==> src/rtl/hazard_ctrl_pkg.sv <==
// Shared encodings for the hazard unit: forwarding mux selects and divider FSM states.
package hazard_ctrl_pkg;

    typedef enum logic [1:0] {
        FWD_RF = 2'b00,
        FWD_W  = 2'b01,
        FWD_M  = 2'b10
    } fwd_sel_t;

    typedef enum logic {
        DIV_IDLE = 1'b0,
        DIV_BUSY = 1'b1
    } div_state_t;

endpackage

==> src/rtl/hazard_ctrl_if.sv <==
// Start/done handshake between the hazard unit (master) and the multi-cycle divider (slave).
interface hazard_ctrl_if;

    logic div_start;
    logic div_cancel;
    logic div_busy;
    logic div_timeout_err;
    logic div_done;

    modport master (
        output div_start,
        output div_cancel,
        output div_busy,
        output div_timeout_err,
        input  div_done
    );

    modport slave (
        input  div_start,
        input  div_cancel,
        input  div_busy,
        input  div_timeout_err,
        output div_done
    );

endinterface

==> src/rtl/hazard_ctrl_div_handshake.sv <==
// Divider handshake FSM: issues the start pulse, holds E while busy, flags a sticky timeout.
module hazard_ctrl_div_handshake
    import hazard_ctrl_pkg::*;
#(
    parameter int unsigned DIV_MAX_CYCLES = 40,
    parameter int unsigned CNT_W          = 6
) (
    input  logic                 clk,
    input  logic                 rst,
    input  logic                 div_opE,
    input  logic                 flush_exc,
    hazard_ctrl_if.master        div_if,
    output logic                 divstall
);

    localparam logic [CNT_W-1:0] CNT_MAX = CNT_W'(DIV_MAX_CYCLES);

    div_state_t       state;
    div_state_t       state_next;
    logic [CNT_W-1:0] busy_cnt;
    logic [CNT_W-1:0] cnt_inc;
    logic             timeout_err;
    logic             start_raw;
    logic             cancel_raw;
    logic             stall_raw;

    assign cnt_inc = busy_cnt + 1'b1;

    // Counter is held at zero in IDLE, so it is already clear on entry to BUSY.
    always_ff @(posedge clk) begin
        if (rst) begin
            state       <= DIV_IDLE;
            busy_cnt    <= '0;
            timeout_err <= 1'b0;
        end else begin
            state <= state_next;
            if (state == DIV_IDLE) begin
                busy_cnt <= '0;
            end else if (busy_cnt != CNT_MAX) begin
                busy_cnt <= cnt_inc;
                if (cnt_inc == CNT_MAX) begin
                    timeout_err <= 1'b1;
                end
            end
        end
    end

    always_comb begin
        state_next = state;
        start_raw  = 1'b0;
        cancel_raw = 1'b0;
        stall_raw  = 1'b0;
        case (state)
            DIV_IDLE: begin
                if (div_opE && !flush_exc) begin
                    start_raw  = 1'b1;
                    stall_raw  = 1'b1;
                    state_next = DIV_BUSY;
                end
            end
            DIV_BUSY: begin
                cancel_raw = flush_exc;
                if (div_if.div_done || flush_exc) begin
                    state_next = DIV_IDLE;
                end else begin
                    stall_raw = 1'b1;
                end
            end
            default: state_next = DIV_IDLE;
        endcase
    end

    // Reset is synchronous, so the registered state may still read BUSY during the
    // first rst cycle; every divider-side output is gated with rst directly.
    always_comb begin
        div_if.div_start       = start_raw  && !rst;
        div_if.div_cancel      = cancel_raw && !rst;
        div_if.div_busy        = (state == DIV_BUSY) && !rst;
        div_if.div_timeout_err = timeout_err && !rst;
        divstall               = stall_raw  && !rst;
    end

endmodule

==> src/rtl/hazard_ctrl.sv <==
// Hazard unit for the 5-stage core: operand forwarding selects, stall/flush control, divider hold.
module hazard_ctrl
    import hazard_ctrl_pkg::*;
#(
    parameter int unsigned REG_AW         = 5,
    parameter int unsigned DIV_MAX_CYCLES = 40,
    parameter int unsigned CNT_W          = 6
) (
    input  logic              clk,
    input  logic              rst,
    input  logic [REG_AW-1:0] rsD,
    input  logic [REG_AW-1:0] rtD,
    input  logic [REG_AW-1:0] rsE,
    input  logic [REG_AW-1:0] rtE,
    input  logic [REG_AW-1:0] writeregE,
    input  logic [REG_AW-1:0] writeregM,
    input  logic [REG_AW-1:0] writeregW,
    input  logic              regwriteE,
    input  logic              regwriteM,
    input  logic              regwriteW,
    input  logic              memtoregE,
    input  logic              memtoregM,
    input  logic              branchD,
    input  logic              jrD,
    input  logic              div_opE,
    input  logic              flush_exc,
    output logic [1:0]        forwardAE,
    output logic [1:0]        forwardBE,
    output logic              forwardAD,
    output logic              forwardBD,
    output logic              stallF,
    output logic              stallD,
    output logic              stallE,
    output logic              flushE,
    output logic              flushM,
    hazard_ctrl_if.master     div_if
);

    logic lwstall;
    logic brstall;
    logic divstall;
    logic d_hit_e;
    logic d_hit_m_load;

    // A producer matches a consumer only if it writes a register other than $0.
    function automatic logic reg_hit(input logic              we,
                                     input logic [REG_AW-1:0] dst,
                                     input logic [REG_AW-1:0] src);
        return we && (dst != '0) && (dst == src);
    endfunction

    always_comb begin
        forwardAE = FWD_RF;
        if (reg_hit(regwriteM, writeregM, rsE)) begin
            forwardAE = FWD_M;
        end else if (reg_hit(regwriteW, writeregW, rsE)) begin
            forwardAE = FWD_W;
        end
    end

    always_comb begin
        forwardBE = FWD_RF;
        if (reg_hit(regwriteM, writeregM, rtE)) begin
            forwardBE = FWD_M;
        end else if (reg_hit(regwriteW, writeregW, rtE)) begin
            forwardBE = FWD_W;
        end
    end

    assign forwardAD = reg_hit(regwriteM, writeregM, rsD);
    assign forwardBD = reg_hit(regwriteM, writeregM, rtD);

    // Compare in D needs the operand before E finishes, or before a load in M returns.
    assign d_hit_e      = reg_hit(regwriteE, writeregE, rsD) || reg_hit(regwriteE, writeregE, rtD);
    assign d_hit_m_load = reg_hit(memtoregM, writeregM, rsD) || reg_hit(memtoregM, writeregM, rtD);

    assign lwstall = memtoregE && d_hit_e;
    assign brstall = (branchD || jrD) && (d_hit_e || d_hit_m_load);

    hazard_ctrl_div_handshake #(
        .DIV_MAX_CYCLES (DIV_MAX_CYCLES),
        .CNT_W          (CNT_W)
    ) u_div_handshake (
        .clk       (clk),
        .rst       (rst),
        .div_opE   (div_opE),
        .flush_exc (flush_exc),
        .div_if    (div_if),
        .divstall  (divstall)
    );

    // A pending exception flush wins over every stall source.
    always_comb begin
        stallF = (lwstall || brstall || divstall) && !flush_exc;
        stallD = (lwstall || brstall || divstall) && !flush_exc;
        stallE = divstall && !flush_exc;
        flushE = ((lwstall || brstall) && !divstall) || flush_exc;
        flushM = divstall || flush_exc;
    end

endmodule

==> src/flat_wrapper.sv <==
// flat-port wrapper written by rule: the top's interface ports become plain ports
module hazard_ctrl_flat import hazard_ctrl_pkg::*;
#(
    parameter int unsigned REG_AW         = 5,
    parameter int unsigned DIV_MAX_CYCLES = 40,
    parameter int unsigned CNT_W          = 6
)
  (clk, rst, rsD, rtD, rsE, rtE, writeregE, writeregM, writeregW, regwriteE, regwriteM, regwriteW, memtoregE, memtoregM, branchD, jrD, div_opE, flush_exc, forwardAE, forwardBE, forwardAD, forwardBD, stallF, stallD, stallE, flushE, flushM, div_if_div_start, div_if_div_cancel, div_if_div_busy, div_if_div_timeout_err, div_if_div_done);
  hazard_ctrl_if div_if_i ();
  input  logic clk;
  input  logic rst;
  input  logic [REG_AW-1:0] rsD;
  input  logic [REG_AW-1:0] rtD;
  input  logic [REG_AW-1:0] rsE;
  input  logic [REG_AW-1:0] rtE;
  input  logic [REG_AW-1:0] writeregE;
  input  logic [REG_AW-1:0] writeregM;
  input  logic [REG_AW-1:0] writeregW;
  input  logic regwriteE;
  input  logic regwriteM;
  input  logic regwriteW;
  input  logic memtoregE;
  input  logic memtoregM;
  input  logic branchD;
  input  logic jrD;
  input  logic div_opE;
  input  logic flush_exc;
  output logic [1:0] forwardAE;
  output logic [1:0] forwardBE;
  output logic forwardAD;
  output logic forwardBD;
  output logic stallF;
  output logic stallD;
  output logic stallE;
  output logic flushE;
  output logic flushM;
  output wire logic [$bits(div_if_i.div_start)-1:0] div_if_div_start;
  output wire logic [$bits(div_if_i.div_cancel)-1:0] div_if_div_cancel;
  output wire logic [$bits(div_if_i.div_busy)-1:0] div_if_div_busy;
  output wire logic [$bits(div_if_i.div_timeout_err)-1:0] div_if_div_timeout_err;
  input wire logic [$bits(div_if_i.div_done)-1:0] div_if_div_done;
  assign div_if_div_start = div_if_i.div_start;
  assign div_if_div_cancel = div_if_i.div_cancel;
  assign div_if_div_busy = div_if_i.div_busy;
  assign div_if_div_timeout_err = div_if_i.div_timeout_err;
  assign div_if_i.div_done = div_if_div_done;
  hazard_ctrl #(.REG_AW(REG_AW), .DIV_MAX_CYCLES(DIV_MAX_CYCLES), .CNT_W(CNT_W)) u_core (.clk(clk), .rst(rst), .rsD(rsD), .rtD(rtD), .rsE(rsE), .rtE(rtE), .writeregE(writeregE), .writeregM(writeregM), .writeregW(writeregW), .regwriteE(regwriteE), .regwriteM(regwriteM), .regwriteW(regwriteW), .memtoregE(memtoregE), .memtoregM(memtoregM), .branchD(branchD), .jrD(jrD), .div_opE(div_opE), .flush_exc(flush_exc), .forwardAE(forwardAE), .forwardBE(forwardBE), .forwardAD(forwardAD), .forwardBD(forwardBD), .stallF(stallF), .stallD(stallD), .stallE(stallE), .flushE(flushE), .flushM(flushM), .div_if(div_if_i));
endmodule
==> config.mk <==
export PLATFORM = sky130hd
export DESIGN_NAME = hazard_ctrl_flat
export DESIGN_NICKNAME = d
export VERILOG_FILES = /design/src/rtl/hazard_ctrl_pkg.sv /design/src/rtl/hazard_ctrl_if.sv /design/src/rtl/hazard_ctrl_div_handshake.sv /design/src/rtl/hazard_ctrl.sv /design/src/flat_wrapper.sv
export SDC_FILE = /design/constraint.sdc
export NUM_CORES = 1
export LEC_CHECK = 0
export ABC_AREA = 1
export BUFFER_PORTS_ARGS = -buffer_cell sky130_fd_sc_hd__clkbuf_2
export CAP_MARGIN = 30
export CORE_MARGIN = 2
export CORE_UTILIZATION = 48
export CTS_CLUSTER_SIZE = 12
export DETAILED_ROUTE_END_ITERATION = 16
export PLACE_DENSITY = 0.88
export SKIP_LAST_GASP = 1
export SLEW_MARGIN = 20
export SYNTH_ARGS = -nofsm -noshare
export SYNTH_HDL_FRONTEND = slang
export SYNTH_SLANG_ARGS = --single-unit
==> constraint.sdc <==
create_clock -name clk -period 3.53 [get_ports clk]
set_input_delay 0.353 -clock clk [delete_from_list [all_inputs] [get_ports clk]]
set_output_delay 0.353 -clock clk [all_outputs]
set_load 0.01 [all_outputs]
Word level (Yosys, flattened, before mapping)
Cells that the tools add are included.
{"block": "word_totals", "ff_bits": 8, "input_bits": 47}
{"block": "classes", "n_reduce_logical": 42, "n_eq_ne": 10, "muxes": 9, "bitwise": 1, "add_sub_neg": 1}
{"op": "5-bit equality test", "count": 8}
{"op": "1-bit logical AND", "count": 25}
{"op": "5-bit nonzero test", "count": 3}
{"op": "1-bit logical OR", "count": 9}
{"op": "6-bit by 1-bit adder with 6-bit output, second input constant", "count": 1}
{"op": "6-bit equality test, second input constant", "count": 1}
{"op": "1-bit 2-to-1 mux", "count": 6}
{"op": "6-bit != test, second input constant", "count": 1}
{"op": "2-bit 2-to-1 mux", "count": 2}
{"op": "1-bit logical NOT", "count": 3}
{"op": "3-bit AND reduction", "count": 1}
{"op": "1-bit one-hot mux with 2 select lines", "count": 1}
{"op": "2-bit OR reduction", "count": 1}
{"op": "1-bit inverter", "count": 1}

Longest topological paths before layout
Gate-level depths: netlist of run 1.
{"block": "logic_depth", "ltp_word": 9, "ltp_mapped": 12}

By module
Synthesis of run 1 repeated with hierarchy kept, for this count alone.
{"block": "unflattened", "cells_unflattened": 216, "area_unflattened_um2": 1231.2}
{"mod": "hazard_ctrl", "cells_per_inst": 150, "seq_area_each_um2": 0.0, "instances": 1, "area_each_um2": 777.0}
{"mod": "hazard_ctrl_div_handshake", "cells_per_inst": 66, "seq_area_each_um2": 160.2, "instances": 1, "area_each_um2": 454.2}

Least setup slack after synthesis of run 1
No wires, ideal clock.
{"block": "synth_path", "path_kind": "input port to output port", "startpoint": "input writeregM[0]", "endpoint": "output stallF", "required_ps": 3177, "stages": 11, "path_buffers": 2, "slack_ps": 1928, "arrival_time_ps": 1249, "path_cell_list": "buf_2 > nor2_1 > nor2_1 > nor2_1 > nand3_1 > nand2_1 > nand2_1 > nand2_1 > nand2_1 > nand2_1 > buf_4"}
{"block": "synth_between", "elab_chain_len": 9, "word_cells_on_any_way": 12, "cone_classes": "eq/ne (2); reduce/logical (10)"}
{"element": "from (decl)", "line_no": "flat_wrapper.sv:17", "rtl": "input logic [REG_AW-1:0] writeregM;"}
{"element": "5-bit nonzero test", "line_no": "hazard_ctrl.sv:49", "rtl": "return we && (dst != '0) && (dst == src);"}
{"element": "1-bit logical AND (2 in series)", "line_no": "hazard_ctrl.sv:49"}
{"element": "1-bit logical OR (*)", "line_no": "hazard_ctrl.sv:75", "rtl": "assign d_hit_m_load = reg_hit(memtoregM, writeregM, rsD) || reg_hit(memtoregM, writeregM, rtD);"}
{"element": "1-bit logical OR (*)", "line_no": "hazard_ctrl.sv:78", "rtl": "assign brstall = (branchD || jrD) && (d_hit_e || d_hit_m_load);"}
{"element": "1-bit logical AND (*)", "line_no": "hazard_ctrl.sv:78"}
{"element": "1-bit logical OR (*) (2 in series)"}
{"element": "1-bit logical AND (*)"}
{"element": "to (decl)", "line_no": "flat_wrapper.sv:32", "rtl": "output logic stallF;"}
Mark *: on every way between the ends. The rest lies on a longest branch, timed or not.

Final worst setup path of run 1
{"block": "layout_path", "startpoint": "input writeregM[1]", "endpoint": "output stallF"}
{"block": "layout_between", "elab_chain_len": 9, "word_cells_on_any_way": 12, "cone_classes": "eq/ne (2); reduce/logical (10)"}
{"element": "5-bit nonzero test", "line_no": "hazard_ctrl.sv:49"}
{"element": "1-bit logical AND (2 in series)", "line_no": "hazard_ctrl.sv:49"}
{"element": "1-bit logical OR (*)", "line_no": "hazard_ctrl.sv:75"}
{"element": "1-bit logical OR (*)", "line_no": "hazard_ctrl.sv:78"}
{"element": "1-bit logical AND (*)", "line_no": "hazard_ctrl.sv:78"}
{"element": "1-bit logical OR (*) (2 in series)", "line_no": "hazard_ctrl.sv:94", "rtl": "stallF = (lwstall || brstall || divstall) && !flush_exc;"}
{"element": "1-bit logical AND (*)", "line_no": "hazard_ctrl.sv:94"}
Marked as above.

==> results of run 1 <==
[worst min-delay path by stage]
stage | from | end | cells after the start
global placement | u_core.u_div_handshake.timeout_err | u_core.u_div_handshake.timeout_err | 2
global route | rst | u_core.u_div_handshake.timeout_err | 4
CTS | rst | u_core.u_div_handshake.timeout_err | 4
floorplan | u_core.u_div_handshake.timeout_err | u_core.u_div_handshake.timeout_err | 2
detailed placement | u_core.u_div_handshake.timeout_err | u_core.u_div_handshake.timeout_err | 2
finish | rst | u_core.u_div_handshake.timeout_err | 4
[per-stage QoR]
| stage | std cells | setup WS [ns] | area (um^2) | hold WS [ns] |
|---|---|---|---|---|
| final | 283 | 1.84 | 1470 | 0.419 |
| after global routing | 283 | 1.70 | 1470 | 0.462 |
| after CTS | 283 | 1.83 | 1470 | 0.419 |
| after detailed placement | 280 | 1.83 | 1450 | 0.454 |
| after global placement | 280 | 1.86 | 1450 | 0.440 |
| after floorplan | 195 | 1.93 | 1130 | 0.421 |
[power groups by stage]
stage,logic (mW),clock network (mW),registers [mW]
finish,0.122,0.0728,0.0920
CTS,0.123,0.0741,0.0920
floorplan,0.0722,0,0.0938
detailed placement,0.123,0,0.0939
global placement,0.121,0,0.0939
global route,0.139,0.0774,0.0921
[state kept, by name, indices dropped and copies added, names as in the netlist]
| signal | count |
|---|---|
| u_core.u_div_handshake.busy_cnt | 6 |
| u_core.u_div_handshake.state | 1 |
| u_core.u_div_handshake.timeout_err | 1 |
[cell type report]
class / count / area [um^2] / area share
Multi-Input combinational cell: 150 / 821 / 0.559
Timing Repair Buffer: 61 / 305 / 0.208
Sequential cell: 8 / 160 / 0.109
Inverter: 33 / 124 / 0.0844
Tap cell: 28 / 35.0 / 0.0239
Clock buffer: 3 / 22.5 / 0.0153
[worst reg2reg max path: stages, from the launching register on]
cell     delay, ns
dfxtp_1       0.41
ha_1          0.23
nand3_1       0.11
xor2_1        0.17
nor3_1        0.20
nand2_1       0.07
nand2_1       0.06
[synth_stat cells (2+ instances only)]
master / number / area [um^2]
nor4_4: 2 / 42.5
ha_1: 3 / 37.5
o21ai_1: 4 / 20.0
nand2_1: 57 / 214
nor3_1: 6 / 30.0
xor2_1: 13 / 114
inv_1: 25 / 93.8
inv_2: 8 / 30.0
nor2_1: 27 / 101
a21oi_1: 3 / 15.0
nand3_1: 10 / 50.1
buf_2: 3 / 15.0
dfxtp_1: 8 / 160
nand4_1: 4 / 25.0
xnor2_1: 15 / 131
[cells by family after synthesis]
group | count (synthesis)
DFF | 8
xor gates and xnor gates | 28
buffers and inverters | 37
adders and majority gates | 3
AOI/OAI and AO/OA | 10
and+or+nand+nor | 109
[per-layer routing]
layer	track usage	wire, um	up-vias	part of all wire
met5	0	0	-	0
met4	0.0470	0	0	0
met3	0.0486	157	0	0.059
met2	0.394	1290	42	0.48
met1	0.260	1220	564	0.46
li1	-	-	718	-
==> impl_results.md, run 1 <==
- Outcome: completed
- FMAX: 591 MHz
- Slew @ Worst Pin: 0.244 ns
- Synthesized netlist cell count: 195
- Req. time, crit path: 3.18 ns
- Most frequent CP cell: nand2_1
- Critical path launch point type: primary input
- Sequential power share: 0.321
- Core area: 0.00221 mm^2
- Routed Antenna Nets: 0
- Clk_lat worst skew: 0.26 ns
- Inserted Diodes: 0
- Final Wtd Congestion: 0.868
- Switching Share: 0.355
- Crit-path max FO: 5
- Synthesis Warnings: 0
- Worst-path clk slew: 0.05 ns
- DRT Wirelength: 2670 um
- Reg-to-Reg End: u_core.u_div_handshake.timeout_err
- Via count: 1324
- Static Leakage: 0.857 nW
- Seq cells post-synth: 8
- RSZ-0062 raised after global routing: false
- Setup-failing EPs final: 0
- Fill cells: 229
- Compound-Gate Fraction of Synth Area: 0.0499
- Setup crit end: stallF
- Critical path's slowest cell: clkbuf_2
- Hold_buf cts: 0
- Most common cell after layout, fill and taps aside: clkbuf_2
- Buffers & Inverters on Critical Path: 3
- Setup bufs post-CTS: 0
- DPL Wire Length: 2340 um
- WL/cell: 9.44 um
- Clock share of power: 0.254
- Setup Skew: 0.00970 ns
- Leading cell types in the layout, fill and taps excluded: 61 x clkbuf_2, 57 x nand2_1, 27 x nor2_1
- Critical path endpoint category: output port
- Peak supply drop: 0.237 mV
- Remaining global-route overflow: 0
- Layout Nets: 307
- Setup TNS: 0 ns
- Slew Limit Fails: 0
- Fin crit share: 0.479
- Seq/Total Area, Yosys: 0.142
- Internal power: 0.185 mW
- Reg-to-reg startpoint: u_core.u_div_handshake.busy_cnt[0]
- Logic pwr share: 0.426
- Number of remaining DRC errors: 0
- Die area: 0.00275 mm^2
- Largest net degree at the start of global routing: 7
- Port buffer count: 61
- Hold Vio Cnt, Final: 0
- Synthesized area: 0.00113 mm^2
- Clock Sinks: 8
- Syn_nets: 245
- TritonCTS clock tree: done
- Mux contribution to synthesized area: 0
- Final core utilization: 0.663
- Post-synthesis simple-gate area fraction: 0.427
- Share of layout cells above drive strength 1: 0.298
- Rows: 17
- Synthesis-to-finish area growth: 30.2%
- Async set-reset flop share out of synthesis: 0
- IO Count: 62
- EDFF count, synth: 0
- Adder-Cell Fraction of Synth Area: 0.0333
- Num CTS Buffers: 3
- Die Y: 52.5 um
- Synth Area in XOR/XNOR: 0.218
- CP top delay family: simple AND/OR/NAND/NOR gates
- Pwr per Cell Area: 195 mW/mm^2
- Worst setup startpoint: writeregM[1]
- Min cycle time layout: 1.69 ns
- Critical Path Max Stage Delay: 0.16 ns
- Root Buffer: clkbuf_4
- H-tree depth: 1
- Class of the most critical setup path: in -> out
- Worst path cell trace: clkbuf_2 > inv_2 > nand2_1 > nand2_1 > nor2_1 > nand3_1 > nand2_1 > nand2_1 > nand2_1 > nand2_1 > nand2_1 > clkbuf_2
- Reg2reg path depth: 6
- Crit. path cell count: 12
- Longest Clk Path Bufs: 2
- Die width: 52.5 um
- Synth cell types: 22
- Iteration-0 DRC Markers: 16
- Most common flop cell mapped by yosys: dfxtp_1
- Vias in the first global route: 1195
- Mean Syn Cell Area: 5.78 um^2
- Initial Util: 0.510
- GR Util All Layers: 0.218
- Switching power total: 0.102 mW
- DR pass1 iterations: 4
- Antenna violations before repair: 0
- Max cap viols: 0
- Slew headroom: 0.837
- CP arrival: 1.34 ns
- Tot Pwr: 0.287 mW
- CTS resizes: 0
- First-pass GRT wire length: 4610 um
- Flop-to-flop setup slack: 2.23 ns
- Hold crit path type: in -> reg
- DR vias/cell: 4.68
- Largest family of logic cells by synthesized area: simple AND/OR/NAND/NOR gates
Power figures use the tool's default switching activity.
==> inputs of run 2 (changes only) <==
Settings changed: ABC_AREA 1 to 0, CORE_UTILIZATION 48 to 43, PLACE_DENSITY 0.88 to 0.83.
Clock period 3.53 ns to 1.8 ns, I/O delays scaled along.
==> run 2 against run 1 <==
Global-route usage rose by 0.55 points. Sequential share of layout area rose by 0.72 points. Final cell count fell by 24%. Non-clock buffer count rose by 4. Hold slack got worse by 0.093 ns. Register-to-register slack got worse by 2.0 ns. First-iteration DRC count fell by 25%. Flip-flop and latch count did not move. Clock power rose by 83%. Clock-buffer cell count did not move. Clock skew fell by 0.0095 ns. Via count fell by 17%. Critical endpoint is now forwardAE[0].
==> impl_results.md, run 2 <==
- Outcome: completed
- Die Y: 52.3 um (-0.30%)
- Antenna violations before repair: 0 (unchanged)
- Req. time, crit path: 1.62 ns (-1.56 ns)
- Most flop-heavy register: u_core.u_div_handshake.busy_cnt
- RSZ-0062 raised after global routing: false
- Synthesized area: 0.00100 mm^2 (-11%)
- DR vias/cell: 5.07 (+8.4%)
- Num CTS Buffers: 3 (unchanged)
- Via count: 1095 (-17%)
- Setup bufs post-CTS: 0 (unchanged)
- Largest net degree at the start of global routing: 8 (+1)
- Layout Nets: 240 (-22%)
- Max cap viols: 0 (unchanged)
- Leading cell types in the layout, fill and taps excluded: 61 x clkbuf_2, 25 x xnor2_1, 20 x xor2_1
- Reg-to-reg startpoint: u_core.u_div_handshake.busy_cnt[0]
- WL/cell: 12.8 um (+36%)
- Area contributors post-synth: xnor2_1 22%, xor2_1 17%, dfxtp_1 16%
- Compound-Gate Fraction of Synth Area: 0.0923 (+0.0423)
- Most common flop cell mapped by yosys: dfxtp_1
- Synth Area in XOR/XNOR: 0.393 (+0.175)
- Initial Util: 0.454 (-0.0560)
- Setup TNS: 0 ns (unchanged)
- Flop-to-flop setup slack: 0.25 ns (-1.98 ns)
- Number of remaining DRC errors: 0 (unchanged)
- FMAX: 581 MHz
- Most common cell after layout, fill and taps aside: clkbuf_2
- Fill cells: 207 (-9.6%)
- Most frequent cell after synthesis: xnor2_1
- Slew @ Worst Pin: 0.365 ns (+0.121 ns)
- Class of the most critical setup path: in -> out
- Static Leakage: 0.629 nW (-27%)
- Peak supply drop: 0.323 mV (+36%)
- Die width: 52.3 um (-0.30%)
- Root Buffer: clkbuf_4
- Largest registers: u_core.u_div_handshake.busy_cnt x6, u_core.u_div_handshake.state x1, u_core.u_div_handshake.timeout_err x1
- Longest Clk Path Bufs: 2 (unchanged)
- Setup-failing EPs final: 0 (unchanged)
- DRT Wirelength: 2770 um (+3.7%)
- Core area: 0.00221 mm^2 (unchanged)
- Hold Vio Cnt, Final: 0 (unchanged)
- Reg-to-Reg End: u_core.u_div_handshake.timeout_err
- Hold crit path type: in -> reg
- Async set-reset flop share out of synthesis: 0 (unchanged)
- Seq cells post-synth: 8 (unchanged)
- Share of layout cells above drive strength 1: 0.420 (+0.122)
- Max reg flops: 6 (unchanged)
- Critical Path Max Stage Delay: 0.55 ns (+0.39 ns)
- Post-synthesis simple-gate area fraction: 0.259 (-0.168)
- TritonCTS clock tree: done
- Critical path endpoint category: output port
- Hold path endpoint: u_core.u_div_handshake.timeout_err
- Remaining global-route overflow: 0 (unchanged)
- Hold_buf cts: 0 (unchanged)
- Worst hold stages: 3 (-1)
- Routed Antenna Nets: 0 (unchanged)
- DR pass1 iterations: 4 (unchanged)
- Reg2reg path depth: 7 (+1)
- Clock Sinks: 8 (unchanged)
- Register area: 160 um^2 (unchanged)
- CTS resizes: 0 (unchanged)
- Pwr per Cell Area: 402 mW/mm^2 (+110%)
- Vias in the first global route: 1170 (-2.1%)
- Clk_lat worst skew: 0.24 ns (-0.02 ns)
- Iteration-0 DRC Markers: 12 (-4)
- Largest family of logic cells by synthesized area: XOR/XNOR gates
- Mux contribution to synthesized area: 0 (unchanged)
- Slew Limit Fails: 0 (unchanged)
- IO Count: 62 (unchanged)
- Inserted Diodes: 0 (unchanged)
- Adder-Cell Fraction of Synth Area: 0.0374 (+0.00411)
- Port buffer count: 61 (unchanged)
- Synthesis-to-finish area growth: 37.2%
- Synthesis Warnings: 0 (unchanged)
- Critical path launch point type: primary input
- Leading area contributor after synthesis: xnor2_1
- Worst path cell trace: clkbuf_2 > or4_4 > o21ai_4 > nor4_2 > nor4_2 > clkbuf_2
- Seq/Total Area, Yosys: 0.160 (+0.0175)
- Rows: 17 (unchanged)
- Setup Skew: 0.000226 ns (-0.00948 ns)
- Fin crit share: 0.956
- Fin Hold WS: 0.326 ns (-0.0932 ns)
- GR Util All Layers: 0.223 (+0.00548)
- Slew headroom: 0.755 (-0.0825)
- EDFF count, synth: 0 (unchanged)
- Final Wtd Congestion: 0.849 (-2.3%)
- Crit-path max FO: 4 (-1)
- CP arrival: 1.54 ns (+0.20 ns)
- First-pass GRT wire length: 4700 um (+1.9%)
- DPL Wire Length: 2480 um (+6.1%)
- Critical path's slowest cell: or4_4
- Worst hold start: rst
- Worst-path clk slew: 0.05 ns (about the same)
- Synthesized netlist cell count: 126 (-35%)
- Mean Syn Cell Area: 7.96 um^2 (+38%)
- Min cycle time layout: 1.72 ns
- Die area: 0.00274 mm^2 (-0.59%)
- Synth cell types: 32 (+45%)
- Top cell type's share of synthesized area: 0.218 (+0.0284)
- Syn_nets: 176 (-28%)
- H-tree depth: 1 (unchanged)
- Multi-input logic area: 801 um^2 (-2.4%)
- Synth top cells by count: 25 x xnor2_1, 20 x xor2_1, 12 x nor2_1
run 2: cell count changes after synthesis, moves of 3 or more:
| cell | change |
|---|---|
| inv_1 | -20 |
| nand4_1 | -4 |
| nand2_1 | -51 |
| nor2_1 | -15 |
| xnor2_1 | +10 |
| nor4_2 | +4 |
| inv_2 | -7 |
| xor2_1 | +7 |
| or4_1 | +3 |
run 2: area by class of cell:
type                            instances  share of cell area
Multi-Input combinational cell        106               0.582
Timing Repair Buffer                   65               0.244
Sequential cell                         8               0.116
Tap cell                               28              0.0255
Clock buffer                            3              0.0164
Inverter                                6              0.0164
run 2: worst max-delay path: cells and delay by family:
family | cells | cell delay [ns]
AND/OR/NAND/NOR | 3 | 0.91
AO/OA/AOI/OAI | 1 | 0.19
buffers and inverters | 2 | 0.26
run 2: cells by family (layout without fill, tap and decap cells):
family	count (synthesis)	after routing
AND/OR/NAND/NOR	45	45
adder cells (fa/ha/maj)	3	3
AO/OA/AOI/OAI	13	13
buffers and inverters	12	74
flip-flops	8	8
XOR/XNOR	45	45
run 2: metrics by stage:
stage               utilization  area, um^2  power (mW)  worst slack (ns)  instances
floorplan                     -        1000       0.318            0.0710        126
global placement          0.605        1340       0.412             0.105        213
detailed placement        0.605        1340       0.423            0.0750        213
CTS                       0.615        1360       0.559            0.0498        216
global route              0.622        1380       0.590           0.00316        216
finish                    0.622        1380       0.554            0.0792        216
run 2: how the worst max path moves through the flow:
stage,start,to,cells past startpoint
after floorplan,u_core.u_div_handshake.state,stallF,6
after global placement,writeregM[1],forwardAE[0],6
after detailed placement,writeregM[1],forwardAE[0],6
after CTS,u_core.u_div_handshake.state,stallF,7
after global routing,writeregM[1],forwardBE[0],6
final,writeregM[1],forwardAE[0],6
run 2: power by group:
group          leakage (nW)  switching [mW]  internal [mW]
Clock                0.0138          0.0567         0.0760
Sequential           0.0646         0.00227          0.179
Combinational         0.551           0.122          0.118
Total                 0.629           0.181          0.373
run 2: layer usage:
layer / GRT usage / vias up / routed length, um
li1: - / 555 / -
met1: 0.220 / 498 / 1090
met2: 0.452 / 38 / 1500
met3: 0.0343 / 4 / 151
met4: 0.0855 / 0 / 36
met5: 0 / - / 0
